`src/rtl/axi_test_reg_cfg_seq_pkg.sv`:
```
// Shared types, constants and the writable-field mask for axi_test_reg_cfg_seq.
// The RD/RRESP states exist only when AXI_TEST_REG_CFG_SEQ_VERIFY_EN is defined.
package axi_test_reg_cfg_seq_pkg;

  localparam int MAX_ENTRIES = 16;
  localparam logic [1:0] RESP_OKAY = 2'b00;

  // Register map of the axi_test_reg block (offsets and writable bits).
  localparam logic [7:0]  REG_CTRL_OFFSET   = 8'h00;
  localparam logic [7:0]  REG_ENABLE_OFFSET = 8'h04;
  localparam logic [7:0]  REG_CFG_OFFSET    = 8'h08;
  localparam logic [31:0] REG_CTRL_MASK     = 32'h0001_FFFF;
  localparam logic [31:0] REG_ENABLE_MASK   = 32'h0000_0001;
  localparam logic [31:0] REG_CFG_MASK      = 32'h000F_FF0F;

`ifdef AXI_TEST_REG_CFG_SEQ_VERIFY_EN
  typedef enum logic [2:0] {S_IDLE, S_WR, S_WRESP, S_RD, S_RRESP, S_DONE} state_e;
`else
  typedef enum logic [2:0] {S_IDLE, S_WR, S_WRESP, S_DONE} state_e;
`endif

  function automatic logic [31:0] field_mask(input logic [7:0] offset);
    case (offset)
      REG_CTRL_OFFSET:   field_mask = REG_CTRL_MASK;
      REG_ENABLE_OFFSET: field_mask = REG_ENABLE_MASK;
      REG_CFG_OFFSET:    field_mask = REG_CFG_MASK;
      default:           field_mask = 32'hFFFF_FFFF;
    endcase
  endfunction

endpackage

```
`src/rtl/axi_test_reg_cfg_seq.sv`:
```
// AXI4-Lite master that writes a table of offset/data pairs into axi_test_reg after a start pulse.
// Define AXI_TEST_REG_CFG_SEQ_VERIFY_EN to read back and check each writable field.
module axi_test_reg_cfg_seq
  import axi_test_reg_cfg_seq_pkg::*;
#(
  parameter int ADDR_WIDTH  = 8,
  parameter int DATA_WIDTH  = 32,
  parameter int NUM_ENTRIES = 3
) (
  input  logic                     i_clk,
  input  logic                     i_rst,
  input  logic                     i_start,
  input  logic [NUM_ENTRIES*8-1:0] i_entry_offset,
  input  logic [NUM_ENTRIES*32-1:0] i_entry_data,
  output logic                     o_busy,
  output logic                     o_done,
  output logic                     o_error,
  output logic                     o_awvalid,
  input  logic                     i_awready,
  output logic [ADDR_WIDTH-1:0]    o_awaddr,
  output logic                     o_wvalid,
  input  logic                     i_wready,
  output logic [DATA_WIDTH-1:0]    o_wdata,
  input  logic                     i_bvalid,
  output logic                     o_bready,
  input  logic [1:0]               i_bresp,
  output logic                     o_arvalid,
  input  logic                     i_arready,
  output logic [ADDR_WIDTH-1:0]    o_araddr,
  input  logic                     i_rvalid,
  output logic                     o_rready,
  input  logic [DATA_WIDTH-1:0]    i_rdata,
  input  logic [1:0]               i_rresp
);

  localparam int         OFF_W    = MAX_ENTRIES * 8;
  localparam int         DAT_W    = MAX_ENTRIES * 32;
  localparam logic [3:0] LAST_IDX = 4'(NUM_ENTRIES - 1);

  state_e           state_q, state_d;
  logic [3:0]       idx_q, idx_d;
  logic             err_q, err_d;
  logic             aw_ok_q, aw_ok_d;
  logic             w_ok_q, w_ok_d;
  logic             load;
  logic [OFF_W-1:0] off_q;
  logic [DAT_W-1:0] dat_q;
  logic [7:0]       cur_off;
  logic [31:0]      cur_dat;
  logic             aw_hs, w_hs, last;

  // Table is widened to 16 slots so the 4-bit index always selects in range.
  always_ff @(posedge i_clk) begin
    if (load) begin
      off_q <= OFF_W'(i_entry_offset);
      dat_q <= DAT_W'(i_entry_data);
    end
  end

  assign cur_off = off_q[{idx_q, 3'b000} +: 8];
  assign cur_dat = dat_q[{idx_q, 5'b00000} +: 32];
  assign last    = (idx_q == LAST_IDX);
  assign aw_hs   = o_awvalid && i_awready;
  assign w_hs    = o_wvalid && i_wready;

  always_ff @(posedge i_clk or posedge i_rst) begin
    if (i_rst) begin
      state_q <= S_IDLE;
      idx_q   <= '0;
      err_q   <= 1'b0;
      aw_ok_q <= 1'b0;
      w_ok_q  <= 1'b0;
    end else begin
      state_q <= state_d;
      idx_q   <= idx_d;
      err_q   <= err_d;
      aw_ok_q <= aw_ok_d;
      w_ok_q  <= w_ok_d;
    end
  end

  always_comb begin
    state_d = state_q;
    idx_d   = idx_q;
    err_d   = err_q;
    aw_ok_d = aw_ok_q;
    w_ok_d  = w_ok_q;
    load    = 1'b0;
    case (state_q)
      S_IDLE: begin
        if (i_start) begin
          state_d = S_WR;
          idx_d   = '0;
          err_d   = 1'b0;
          load    = 1'b1;
        end
      end
      S_WR: begin
        if (aw_hs) aw_ok_d = 1'b1;
        if (w_hs)  w_ok_d  = 1'b1;
        if ((aw_ok_q || aw_hs) && (w_ok_q || w_hs)) state_d = S_WRESP;
      end
      S_WRESP: begin
        // Handshake flags are only meaningful in WR; clearing here arms the next entry.
        aw_ok_d = 1'b0;
        w_ok_d  = 1'b0;
        if (i_bvalid) begin
          if (i_bresp != RESP_OKAY) begin
            err_d   = 1'b1;
            state_d = S_DONE;
          end else begin
`ifdef AXI_TEST_REG_CFG_SEQ_VERIFY_EN
            state_d = S_RD;
`else
            if (last) state_d = S_DONE;
            else begin
              state_d = S_WR;
              idx_d   = idx_q + 4'd1;
            end
`endif
          end
        end
      end
`ifdef AXI_TEST_REG_CFG_SEQ_VERIFY_EN
      S_RD: begin
        if (i_arready) state_d = S_RRESP;
      end
      S_RRESP: begin
        if (i_rvalid) begin
          if ((i_rresp != RESP_OKAY) ||
              (((32'(i_rdata) ^ cur_dat) & field_mask(cur_off)) != 32'h0)) begin
            err_d   = 1'b1;
            state_d = S_DONE;
          end else if (last) begin
            state_d = S_DONE;
          end else begin
            state_d = S_WR;
            idx_d   = idx_q + 4'd1;
          end
        end
      end
`endif
      S_DONE:  state_d = S_IDLE;
      default: state_d = S_IDLE;
    endcase
  end

  assign o_busy    = (state_q != S_IDLE);
  assign o_done    = (state_q == S_DONE);
  assign o_error   = err_q;
  assign o_awvalid = (state_q == S_WR) && !aw_ok_q;
  assign o_wvalid  = (state_q == S_WR) && !w_ok_q;
  assign o_bready  = (state_q == S_WRESP);
  assign o_awaddr  = o_awvalid ? ADDR_WIDTH'(cur_off) : '0;
  assign o_wdata   = o_wvalid ? DATA_WIDTH'(cur_dat) : '0;

`ifdef AXI_TEST_REG_CFG_SEQ_VERIFY_EN
  assign o_arvalid = (state_q == S_RD);
  assign o_rready  = (state_q == S_RRESP);
  assign o_araddr  = o_arvalid ? ADDR_WIDTH'(cur_off) : '0;
`else
  logic unused_rd;
  assign unused_rd = ^{i_arready, i_rvalid, i_rdata, i_rresp};
  assign o_arvalid = 1'b0;
  assign o_rready  = 1'b0;
  assign o_araddr  = '0;
`endif

endmodule

```
`config.mk`:
```
export PLATFORM = sky130hd
export DESIGN_NAME = axi_test_reg_cfg_seq
export DESIGN_NICKNAME = d
export VERILOG_FILES = /design/src/rtl/axi_test_reg_cfg_seq_pkg.sv /design/src/rtl/axi_test_reg_cfg_seq.sv
export SDC_FILE = /design/constraint.sdc
export NUM_CORES = 1
export LEC_CHECK = 0
export CORE_UTILIZATION = 35
export DETAILED_ROUTE_END_ITERATION = 6
export DONT_BUFFER_PORTS = 1
export PLACE_DENSITY = 0.54
export SLEW_MARGIN = 20
export SYNTH_ARGS = -nofsm -noshare
export SYNTH_HDL_FRONTEND = slang
export SYNTH_SLANG_ARGS = --single-unit
```
`constraint.sdc`:
```
create_clock -name i_clk -period 4.97 [get_ports i_clk]
set_input_delay 1.2425 -clock i_clk [delete_from_list [all_inputs] [get_ports i_clk]]
set_output_delay 1.2425 -clock i_clk [all_outputs]
set_load 0.01 [all_outputs]
```
# --- Yosys cells after proc, flatten, opt, wreduce, memory -nomap -nowiden ---
# Index checks and enable logic that the tools add are counted.
op_classes:
  n_addsub: 1
  eq_ne: 12
  n_shift: 2
  muxes: 23
  reduce_logical: 19
ops:
  columns: ["operator", "count"]
  rows:
  - ["$shiftx 512x10->32", 1]
  - ["$shiftx 128x8->8", 1]
  - ["$mux 32", 1]
  - ["$mux 4", 4]
  - ["$ne 2x2->1 const B", 7]
  - ["$mux 3", 3]
  - ["$pmux 3 s3", 1]
  - ["$mux 8", 1]
  - ["$pmux 4 s2", 1]
  - ["$mux 1", 7]
  - ["$eq 3x2->1 const B", 2]
  - ["$pmux 1 s2", 3]
  - ["$reduce_bool 2->1", 3]
  - ["$logic_and 1x1->1", 5]
  - ["$reduce_and 5->1", 1]
  - ["$add 4x1->4 const B", 1]
  - ["$eq 4x2->1 const B", 1]
  - ["$mux 2", 2]
  - ["$reduce_and 2->1", 2]
  - ["$reduce_and 4->1", 1]
  - ["$eq 3x1->1 const B", 1]
  - ["$logic_not 3->1", 1]
  - ["$reduce_and 3->1", 1]
  - ["$reduce_bool 3->1", 1]
  - ["other kinds (3)", 5]
totals:
  regBits: 130
  inputBits: 164

# --- Depth between registers and ports, before layout ---
logic_depth:
  ltp_word: 7
  depth_mapped: 7
  mapped_depth_nobuf: 6

# --- Worst setup path before layout ---
# OpenSTA, ideal clock, no wires.
synth_path:
  path_type: "in2reg"
  startpoint: "input i_start"
  endpoint: "register idx_q[2]"
  setup_ps: 128
  arrival_time_ps: 4886
  required_time_ps: 4842
  setup_slack_ps: -44
  stages: 4
  n_path_buf: 0
  path_cell_list: "inv_1 nor2_2 nor2b_1 mux2_1"
synth_between:
  elab_chain_len: 2
synth_lines:
  columns: ["item", "line", "rtl"]
  rows:
  - ["from (decl)", "axi_test_reg_cfg_seq.sv:12", "input logic i_start,"]
  - ["$ne 2x2->1 (no source line)", null, null]
  - ["$reduce_and 5->1 (no source line)", null, null]
  - ["to (signal assigned)", "axi_test_reg_cfg_seq.sv:75", "idx_q <= idx_d;"]
  - ["to (decl)", "axi_test_reg_cfg_seq.sv:41", "logic [3:0] idx_q, idx_d;"]
# Every way passes these cells.
# A chain may end at the register's enable or synchronous reset.

# --- Worst setup path after layout ---
layout_path:
  startpoint: "register state_q[0]"
  endpoint: "output o_wdata[27]"
layout_between:
  elab_chain_len: 3
layout_lines:
  columns: ["item", "line", "rtl"]
  rows:
  - ["from (decl)", "axi_test_reg_cfg_seq.sv:40", "state_e state_q, state_d;"]
  - ["from (signal assigned)", "axi_test_reg_cfg_seq.sv:74", "state_q <= state_d;"]
  - ["$eq 3x1->1", "axi_test_reg_cfg_seq.sv:152", "assign o_wvalid = (state_q == S_WR) && !w_ok_q;"]
  - ["$logic_and 1x1->1", "axi_test_reg_cfg_seq.sv:152", null]
  - ["net o_wvalid", "axi_test_reg_cfg_seq.sv:21", "output logic o_wvalid,"]
  - ["$mux 32", "axi_test_reg_cfg_seq.sv:155", "assign o_wdata = o_wvalid ? DATA_WIDTH'(cur_dat) : '0;"]
  - ["to (decl)", "axi_test_reg_cfg_seq.sv:23", "output logic [DATA_WIDTH-1:0] o_wdata,"]
# The timed path passes the listed nets, and every way through them passes these cells.

==> impl_metrics.json <==
{
  "diodes": 0,
  "maxCapViolCount": 0,
  "cts_buffers": 17,
  "firstDrtPassIters": 4,
  "synth_seq_area_share_pct": 73.4,
  "end_kind": "output port",
  "ant_nets": 0,
  "rsz0062_at_grt": "no",
  "core_um2": 14500,
  "filler_cell_count": 1346,
  "gp_congestion": 0.712,
  "grt_first_pass_wirelength_mm": 15.1,
  "post-dp-hpwl_mm": 6.56,
  "gr-usage-all-layers_pct": 13.8,
  "wl_per_cell_um": 18.3,
  "post-cts-setup-buffer-count": 0,
  "path_class": "register to output port",
  "skew_ns": 0.00677,
  "drt-initial-drc-count": 156,
  "timing.max_slew.rel_slack_pct": 46.9,
  "syn_inst": 369,
  "synthToLayoutAreaGrowth_pct": 14.0,
  "peakVddDrop_mv": 0.297,
  "antenna_found_initial": 0,
  "share_seq_of_total_power_pct": 46.4,
  "total_power_mw": 3.34,
  "grt_pass1_vias": 2884,
  "max_clock_freq_ghz": 0.260,
  "final_core_util_pct": 40.9,
  "timing.hold.ws_ns": 0.556,
  "cp_data_arrival_time_ns": 2.61,
  "vias": 2836,
  "critPathLaunchType": "register",
  "cts_tree": "built",
  "clk_pin_slew_ns": 0.05,
  "cp.required_ns": 3.73,
  "power_density_nw_per_um2": 562,
  "p_sw_mw": 0.962,
  "p_int_mw": 2.38,
  "yosysUniqueCellTypes": 30,
  "worst_slew_pin_slew_ns": 0.797,
  "drive_gt1_share_pct": 10.1,
  "initial_core_util_pct": 35.9,
  "vias_per_cell": 4.96,
  "final_cell_mix": "120 x edfxtp_1, 86 x nor2_1, 43 x a21oi_1",
  "syn_area_um2": 5220,
  "syn_area_per_cell_um2": 14.1,
  "ys.warnings.count": 0,
  "grt_max_degree": 59,
  "hold_violations": 0,
  "power.leakage_nw": 1.99,
  "insertion_delay_ns": 0.41,
  "die_w_um": 124,
  "io_pins": 220,
  "num_rows": 44,
  "clockBufferDepth": 2,
  "die_h_um": 124,
  "path_max_fanout": 18,
  "switching_share_pct": 28.8,
  "pwr-share-comb_pct": 19.1,
  "fin_nets": 541,
  "cts_hold_buf": 0,
  "root_buffer": "clkbuf_16",
  "io_buffer_count": 0,
  "routed_wl_mm": 10.5,
  "grt-ovfl-total": 0,
  "die_area_um2": 15400,
  "final_common_cell": "edfxtp_1",
  "dpl_cell_area_um2": 5360,
  "cts_max_level": 4,
  "setup_viol": 0,
  "cts_resized": 0,
  "drc": 0,
  "timing.setup.tns_ns": 0,
  "drv_slew": 0,
  "final_area_um2": 5940,
  "worstHoldPathType": "register to register",
  "ys_seq_elements": 129,
  "min_period_over_period_pct": 77.4,
  "cts_sinks": 129,
  "clkPwrFrac_pct": 34.5,
  "min_period_ns": 3.85,
  "status": "finished clean"
}
## sequential cells by signal, indices dropped and copies added, names as in the netlist
signal	count
state_q	2
off_q	24
idx_q	4
o_error	1
aw_ok_q	1
dat_q	96
w_ok_q	1
## routing by layer
| metal | vias up | share of wire, % | global-route usage [%] |
|---|---|---|---|
| met2 | 129 | 49 | 22.4 |
| met1 | 1375 | 39 | 14.8 |
| met3 | 7 | 11 | 7.42 |
| li1 | 1325 | - | - |
| met5 | - | 0 | 0 |
| met4 | 0 | 1.1 | 6.10 |
## layout make-up
type / instances / area (µm²) / share of cell area (%)
Sequential cell: 129 / 3830 / 64.5
Multi-Input combinational cell: 218 / 1250 / 21.0
Timing Repair Buffer: 6 / 65.1 / 1.09
Inverter: 3 / 11.3 / 0.189
Tap cell: 184 / 230 / 3.87
Clock inverter: 6 / 56.3 / 0.947
Clock buffer: 26 / 499 / 8.40
## stage by stage
stage	worst slack, ns	instances
final	1.12	572
after global routing	0.898	572
after CTS	0.818	571
after detailed placement	1.26	539
after global placement	1.32	539
after floorplan	1.32	378
## power by group through the flow
stage / clock (mW) / combinational (mW) / sequential, mW
after CTS: 1.19 / 0.638 / 1.55
after floorplan: 0 / 0.506 / 1.55
after detailed placement: 0 / 0.636 / 1.57
after global routing: 1.23 / 0.719 / 1.57
after global placement: 0 / 0.625 / 1.56
final: 1.15 / 0.638 / 1.55
## cell families after synthesis
family                   synth area share (%)
buffers and inverters                    3.45
flip-flops                               73.4
adder cells (fa/ha/maj)                 0.480
AO/OA/AOI/OAI                            5.45
AND/OR/NAND/NOR                          8.83
other                                  0.0719
multiplexers                             8.30
## worst max-delay path, stage by stage, from the launching register on
cell      delay, ns
dfrtp_1        0.58
nand2b_1       0.18
nor2_1         0.32
nand2_1        0.47
buf_4          0.39
nor2_1         0.26
## cells in the mapped netlist, drive strengths merged
cell type,n,area share [%]
o2bb2ai,2,0.34
o22ai,1,0.12
nor2,89,6.6
nand2,7,0.50
edfxtp,120,69
a21oi,43,4.1
nor2b,3,0.41
ha,2,0.48
clkbuf,6,0.43
and2,1,0.12
and3,1,0.12
nor3,1,0.096
o31ai,1,0.24
buf,22,2.8
o21ai,5,0.48
nand2b,2,0.24
inv,3,0.22
nand3,3,0.29
conb,1,0.072
o21bai,1,0.14
nor3b,2,0.29
dfrtp,9,4.3
mux2,2,0.43
or2,1,0.12
mux2i,41,7.9
## final timing paths
kind / startpoint / endpoint / slack, ns / cells past startpoint
hold reg to reg: w_ok_q / w_ok_q / 0.56 / 2
max in group asynchronous: i_rst / idx_q[1] / 3.96 / 1
setup / recovery: state_q[0] / o_wdata[27] / 1.12 / 5
hold / removal: w_ok_q / w_ok_q / 0.56 / 2
min in group asynchronous: i_rst / o_error / 0.70 / 1
setup reg to reg: state_q[0] / idx_q[3] / 2.59 / 5
Power figures use the tool's default switching activity.
